$ cat config.mk
export PLATFORM = sky130hd
export DESIGN_NAME = key_mode_encoder
export DESIGN_NICKNAME = d
export VERILOG_FILES = /design/src/rtl/key_mode_encoder.sv
export SDC_FILE = /design/constraint.sdc
export NUM_CORES = 1
export LEC_CHECK = 0
export CAP_MARGIN = 20
export CORE_MARGIN = 2
export CORE_UTILIZATION = 62
export DETAILED_ROUTE_END_ITERATION = 10
export PLACE_DENSITY_LB_ADDON = 0.1
export SYNTH_ARGS = -nofsm -noshare
export SYNTH_HDL_FRONTEND = slang
export SYNTH_SLANG_ARGS = --single-unit
$ cat constraint.sdc
create_clock -name clk -period 2.1 [get_ports clk]
set_input_delay 0.42 -clock clk [delete_from_list [all_inputs] [get_ports clk]]
set_output_delay 0.42 -clock clk [all_outputs]
set_load 0.02 [all_outputs]
$ cat src/rtl/key_mode_encoder.sv
// key_mode_encoder
//   Front end for the piano. It synchronises and debounces the raw key switches
//   and the mode button. It steps the OFF/PLAY/DEMO/PAUSE mode on each debounced
//   button press. It encodes the lowest-index pressed key into a note number.
//
// Ports
//   clk          system clock, every register updates on the rising edge
//   rst          synchronous reset, active-high, clears all state
//   key_in       raw key switches, 1 = pressed, asynchronous to clk
//   mode_btn     raw mode push-button, 1 = pressed, asynchronous to clk
//   key_db       debounced key levels
//   note         0 = silence, k+1 = key k sounding
//   note_valid   1 when note is non-zero
//   note_strobe  one-cycle pulse that accompanies each newly issued non-zero note
//   func         {2'b00, mode}: 0 OFF, 1 PLAY, 2 DEMO, 3 PAUSE
module key_mode_encoder #(
    parameter int N_KEYS    = 8,
    parameter int DB_CYCLES = 500000,
    parameter int DB_W      = 19
) (
    input  logic              clk,
    input  logic              rst,
    input  logic [N_KEYS-1:0] key_in,
    input  logic              mode_btn,
    output logic [N_KEYS-1:0] key_db,
    output logic [3:0]        note,
    output logic              note_valid,
    output logic              note_strobe,
    output logic [3:0]        func
);

    // The mode button is debounced as one extra channel above the keys.
    localparam int              N_IN    = N_KEYS + 1;
    localparam logic [DB_W-1:0] DB_LAST = DB_W'(DB_CYCLES - 1);

    typedef enum logic [1:0] {
        MODE_OFF   = 2'd0,
        MODE_PLAY  = 2'd1,
        MODE_DEMO  = 2'd2,
        MODE_PAUSE = 2'd3
    } mode_t;

    logic [N_IN-1:0] raw;
    logic [N_IN-1:0] sync_p0;
    logic [N_IN-1:0] sync_p1;
    logic [N_IN-1:0] stable;
    logic [DB_W-1:0] cnt [N_IN];

    mode_t           mode;
    logic            mode_prev;
    logic            mode_rise;
    logic            note_active;
    logic [3:0]      note_next;

    // The lowest-index pressed key wins. Scanning from the top down lets the
    // last hit, which is the lowest index, overwrite any higher one.
    function automatic logic [3:0] lowest_key(input logic [N_KEYS-1:0] keys);
        logic [3:0] idx;
        idx = 4'd0;
        for (int k = N_KEYS - 1; k >= 0; k--) begin
            if (keys[k]) begin
                idx = 4'(k + 1);
            end
        end
        return idx;
    endfunction

    assign raw = {mode_btn, key_in};

    // Stage p0/p1: two-flop synchroniser on every raw input
    always_ff @(posedge clk) begin
        if (rst) begin
            sync_p0 <= '0;
            sync_p1 <= '0;
        end else begin
            sync_p0 <= raw;
            sync_p1 <= sync_p0;
        end
    end

    // Debounce: an input must differ from its stable level for DB_CYCLES
    // consecutive cycles before it is accepted. Any return to the stable level
    // clears the counter, so a short glitch leaves no residue.
    always_ff @(posedge clk) begin
        if (rst) begin
            stable <= '0;
            for (int i = 0; i < N_IN; i++) begin
                cnt[i] <= '0;
            end
        end else begin
            for (int i = 0; i < N_IN; i++) begin
                if (sync_p1[i] == stable[i]) begin
                    cnt[i] <= '0;
                end else if (cnt[i] == DB_LAST) begin
                    stable[i] <= sync_p1[i];
                    cnt[i]    <= '0;
                end else begin
                    cnt[i] <= cnt[i] + 1'b1;
                end
            end
        end
    end

    assign key_db = stable[N_KEYS-1:0];

    // Only a 0->1 edge of the debounced button advances the mode. Holding the
    // button or releasing it causes no transition.
    assign mode_rise = stable[N_KEYS] & ~mode_prev;

    always_ff @(posedge clk) begin
        if (rst) begin
            mode      <= MODE_OFF;
            mode_prev <= 1'b0;
        end else begin
            mode_prev <= stable[N_KEYS];
            if (mode_rise) begin
                unique case (mode)
                    MODE_OFF:   mode <= MODE_PLAY;
                    MODE_PLAY:  mode <= MODE_DEMO;
                    MODE_DEMO:  mode <= MODE_PAUSE;
                    MODE_PAUSE: mode <= MODE_OFF;
                endcase
            end
        end
    end

    assign func = {2'b00, mode};

    // Gating uses the current mode register. A key held across OFF->PLAY
    // therefore sounds one cycle after func changes. Leaving PLAY/DEMO
    // silences the note on the following cycle.
    always_comb begin
        note_active = (mode == MODE_PLAY) || (mode == MODE_DEMO);
        note_next   = note_active ? lowest_key(key_db) : 4'd0;
    end

    // Note register: the strobe marks a new non-zero value. Going silent
    // never strobes.
    always_ff @(posedge clk) begin
        if (rst) begin
            note        <= 4'd0;
            note_valid  <= 1'b0;
            note_strobe <= 1'b0;
        end else begin
            note        <= note_next;
            note_valid  <= (note_next != 4'd0);
            note_strobe <= (note_next != 4'd0) && (note_next != note);
        end
    end

endmodule
==> results.cfg, run 1 <==
[critical_path]
path_max_fanout = 7
crit_type = reg2out
required_ps = 1680
arrival_ps = 1640
setup.worst_path.start_class = register
path_delay_family = buffers and inverters
cp_slowest_cell = clkdlybuf4s50_1
crit_buf_inv = 1
cp-end-kind = primary output
cp_slowest_stage_delay_ps = 690
crit_chain = clkdlybuf4s50_1

[cells_and_area]
nFillCells = 1194
nNetsFinal = 1227
areaGrowthSynthToFinish_pct = 18.6
final_area_um2 = 12500
antenna_cells = 0
utilization = 0.753
drive_above_1_share = 0.0670

[timing]
slew_headroom = 0.637
fin_worst_skew_ps = 7.52
finalSetupTns_ps = 0
fin_crit_sh = 0.980
finalCriticalPeriod_ps = 2060
finalHoldViolCount = 0
rsz0062_at_grt = false
setup_viol = 0
max_freq_ghz = 0.486
worst_pin_slew_ps = 545
drv_slew = 0

[drt]
via_per_inst = 5.03
drt_wl_total_um = 18500
vias = 7258
drc = 0
ant_nets = 0
drtPass1Iterations = 5
drt_iter0_drc = 410
wl_per_cell_um = 12.8

[placed_design]
gp_congestion = 0.809
io_buffers = 26
dp_hpwl_um = 12800
post_dp_cell_area_um2 = 11700

[floorplanning]
die_area_um2 = 18100
die_w_um = 135
fp.dieH_um = 135
fp-row-count = 47
ios = 29
coreArea_um2 = 16600
start_util = 0.635

[synth]
syn-cell-area_um2 = 10600
synthSimpleGateAreaFrac = 0.251
ys_seq_elements = 207
yosys_warnings = 0
synthXorXnorAreaFrac = 0.136
ys_types = 45
ys_seq_area_frac = 0.554
synth-async-reset-ratio = 0
synth_edf_count = 171
synth_compound_area_frac = 0.00829
postSynthAreaPerCell_um2 = 10.6
synth_top_area_cell = edfxtp_1
synthMuxAreaShare = 0.00852
synth_most_common_cell = nor2_1
ys_top_cells_by_count = nor2_1, edfxtp_1, xor2_1
synth_fa_ha_area_frac = 0.0130
syn-instance-count = 1000
synth_top_area_frac = 0.486
yosys-top-cells-area = edfxtp_1, xor2_1, nor2_1
synth_top_family_by_area = simple AND/OR/NAND/NOR gates
ys.flop_type = edfxtp_1

[power]
irDropWorstVdd_uv = 655
power_density_nw_per_um2 = 755
p_leak_nw = 4.63

[clocking]
cts_tree = done
clock-root-buffer = clkbuf_16
clk_pin_slew_worst_paths_ps = 60
htreeDepth = 1
cts.sinks = 207
insertion_delay_ps = 510
cts_buffers = 24
ctsHoldBuffers = 0
clock_path_buffers = 3

[grt]
track_usage = 0.211
grt_max_degree = 30
grt_pass1_wl_um = 31800
overflow = 0
grt_pass1_vias = 7038
antenna_found_initial = 0

[hold_path]
hold_path_class = in2reg

[outcome]
status = completed

[run]
max-cap-violations = 0
final timing paths:
check / endpoint / slack [ps] / start / cells past startpoint
hold reg to reg: sync_p1[6] / 430 / sync_p0[6] / 1
setup / recovery: key_db[3] / 40 / stable[3] / 1
hold / removal: stable[4] / 380 / rst / 2
setup reg to reg: cnt[3][5] / 140 / cnt[3][10] / 5
logic make-up after synthesis:
| logic type | Yosys count |
|---|---|
| adders and majority gates | 11 |
| DFF | 207 |
| muxes | 9 |
| buffers and inverters | 60 |
| AOI/OAI and AO/OA | 13 |
| other | 2 |
| and+or+nand+nor | 534 |
| xor gates and xnor gates | 164 |
power breakdown:
part | internal [mW] | leakage [nW] | switching [mW]
clock | 2.78 | 0.425 | 1.59
combinational | 0.146 | 2.14 | 0.194
sequential | 4.60 | 2.06 | 0.156
worst reg2reg max path: stages, from the launching register on:
cell      delay [ps]
edfxtp_1         430
nor4_1           400
nand4_1          140
nor3_1           260
or2_2            370
nor2_1           110
sequential cells by signal, summed over array words and instances (netlist names):
| signal | flops |
|---|---|
| cnt | 171 |
| mode | 2 |
| mode_prev | 1 |
| note | 4 |
| note_strobe | 1 |
| note_valid | 1 |
| stable | 9 |
| sync_p0 | 9 |
| sync_p1 | 9 |
layout by cell type, fill, tap and decap left out, types with 22 or more instances in the layout:
master | Yosys | routed
and4_1 | 23 | 22
clkbuf_16 | 0 | 25
conb_1 | 2 | 173
dfxtp_1 | 36 | 33
edfxtp_1 | 171 | 171
inv_1 | 24 | 24
nand2_1 | 57 | 57
nand3_1 | 58 | 58
nand4_1 | 42 | 42
nor2_1 | 229 | 229
nor2b_1 | 22 | 22
xnor2_1 | 64 | 64
xor2_1 | 100 | 100
metal layers:
layer	wire length [µm]	vias up	part of all wire	global-route usage
li1	-	3719	-	-
met1	8510	3379	0.46	0.286
met2	8880	119	0.48	0.356
met3	591	41	0.032	0.0297
met4	478	0	0.026	0.0643
met5	0	-	0	0
metrics by stage:
step / power, mW / hold slack, ps / setup WS, ps / cells
6_report: 9.47 / 384 / 41.4 / 1443
4_1_cts: 9.52 / 396 / 18.5 / 1443
2_1_floorplan: 5.07 / 414 / 154 / 1171
5_1_grt: 9.77 / 401 / 0.545 / 1443
3_3_place_gp: 5.15 / 416 / 134 / 1399
3_5_place_dp: 5.17 / 422 / 88.7 / 1399
final cells by class:
cell class / count / area [µm²] / area share
Inverter: 24 / 90.1 / 0.00719
Tap cell: 220 / 275 / 0.0220
Timing Repair Buffer: 44 / 393 / 0.0313
Multi-Input combinational cell: 904 / 5060 / 0.404
Clock inverter: 8 / 115 / 0.00918
Clock buffer: 36 / 737 / 0.0588
Sequential cell: 207 / 5860 / 0.468
repair_timing:
action,4_1_cts,5_1_grt
endpoints found under the hold margin,0,0
pin swaps,0,0
gates resized for setup,6,7
setup endpoints to repair,6,54
buffers inserted,0,0
No activity file was read; power rests on OpenSTA's default activity.
==> run 2: changes to the inputs <==
- CAP_MARGIN: 20 -> 30
==> results of run 2 <==
No change in the layout: final DEF, timing and power equal those of run 1.
==> run 3: changes to the inputs <==
- RECOVER_POWER: default -> 25
==> run 3 against run 2 <==
Sequential share of layout area up 0.065 points. Combinational power about the same. Die area unchanged. Cell area down 0.14%. Count of clock-buffer cells in the layout unchanged. Utilization down 0.11 points. Final cell count unchanged. Hold slack better by 48 ps. Critical path depth unchanged. Sequential power about the same. Routed wire length about the same. Clock power about the same. Largest power group unchanged.
==> results.cfg, run 3 (synthesized netlist as in run 1, its figures left out) <==
[outcome]
status = completed

[floorplanning]
ios = 29
start_util = 0.635
fp.dieH_um = 135
fp-row-count = 47
die_w_um = 135
die_area_um2 = 18100
coreArea_um2 = 16600

[critical_path]
crit_type = reg2out
required_ps = 1680
path_delay_family = buffers and inverters
cp_slowest_cell = clkdlybuf4s50_1
cp-end-kind = primary output
cp_slowest_stage_delay_ps = 690
setup.worst_path.start_class = register
crit_chain = clkdlybuf4s50_1
path_max_fanout = 7
arrival_ps = 1630
crit_buf_inv = 1

[cells_and_area]
largest_register_ffs = 171
final_area_um2 = 12500
final_common_cell = nor2_1
final_cell_mix = nor2_1, conb_1, edfxtp_1
nNetsFinal = 1227
top_register = cnt
areaGrowthSynthToFinish_pct = 18.4
drive_above_1_share = 0.0646
antenna_cells = 0
fin_cells = 1443
nFillCells = 1198

[clocking]
ctsHoldBuffers = 0
htreeDepth = 1
clock-root-buffer = clkbuf_16
clk_pin_slew_worst_paths_ps = 60
cts.sinks = 207
cts_tree = done
cts_buffers = 24
insertion_delay_ps = 510
clock_path_buffers = 3

[grt]
grt_pass1_wl_um = 31800
grt_max_degree = 30
antenna_found_initial = 0
track_usage = 0.211
overflow = 0
grt_pass1_vias = 7038

[power]
irDropWorstVdd_uv = 655
power_density_nw_per_um2 = 756
p_leak_nw = 4.60
finalPower_mw = 9.46

[drt]
wl_per_cell_um = 12.8
ant_nets = 0
drtPass1Iterations = 5
drt_wl_total_um = 18400
drt_iter0_drc = 409
drc = 0
vias = 7246
via_per_inst = 5.02

[placed_design]
io_buffers = 26
dp.cells = 1399
gp_congestion = 0.809
dp_hpwl_um = 12800
post_dp_cell_area_um2 = 11700

[hold_path]
hold_path_class = reg2reg

[timing]
fin_worst_skew_ps = 7.51
max_freq_ghz = 0.487
fin_crit_sh = 0.977
drv_slew = 0
setup_viol = 0
worst_pin_slew_ps = 1300
fin_hold_ws_ps = 433
finalSetupTns_ps = 0
slew_headroom = 0.136
finalHoldViolCount = 0
rsz0062_at_grt = false
finalCriticalPeriod_ps = 2050

[run]
max-cap-violations = 0
[run 3: path summary, 6_finish.rpt]
| kind | end | startpoint | cells past startpoint | slack, ps |
|---|---|---|---|---|
| worst max-delay path | key_db[3] | stable[3] | 1 | 50 |
| worst min-delay path | sync_p1[6] | sync_p0[6] | 1 | 430 |
| worst max register to register | cnt[3][5] | cnt[3][10] | 5 | 140 |
| worst min register to register | sync_p1[6] | sync_p0[6] | 1 | 430 |
[run 3: metal layers]
layer,GRT usage,vias up,share of wire
li1,-,3719,-
met1,0.286,3364,0.46
met2,0.356,122,0.48
met3,0.0297,41,0.032
met4,0.0643,0,0.026
met5,0,-,0
[run 3: cell type report]
type,instances,area (µm²),share of cell area
clock buffer,36,737,0.0589
clock inverter,8,115,0.00920
inverter,24,90.1,0.00720
multi-input combinational,904,5060,0.405
sequential,207,5860,0.468
tap,220,275,0.0220
timing repair buffer,44,375,0.0300
[run 3: repair_timing]
item | 4_1_cts | 5_1_grt
endpoints found under the setup margin | 6 | 54
gates resized for setup | 6 | 7
buffers inserted | 0 | 0
[run 3: per-stage QoR]
stage | worst slack (ps) | util
global route | 0.545 | 0.752
global placement | 134 | 0.701
detailed placement | 88.7 | 0.701
finish | 47.7 | 0.752
CTS | 18.5 | 0.752
floorplan | 154 | -
[run 3: where the power goes]
| part | switching, mW | internal [mW] | leakage (nW) |
|---|---|---|---|
| Combinational | 0.194 | 0.145 | 2.11 |
| Sequential | 0.156 | 4.60 | 2.06 |
| Clock | 1.58 | 2.78 | 0.425 |
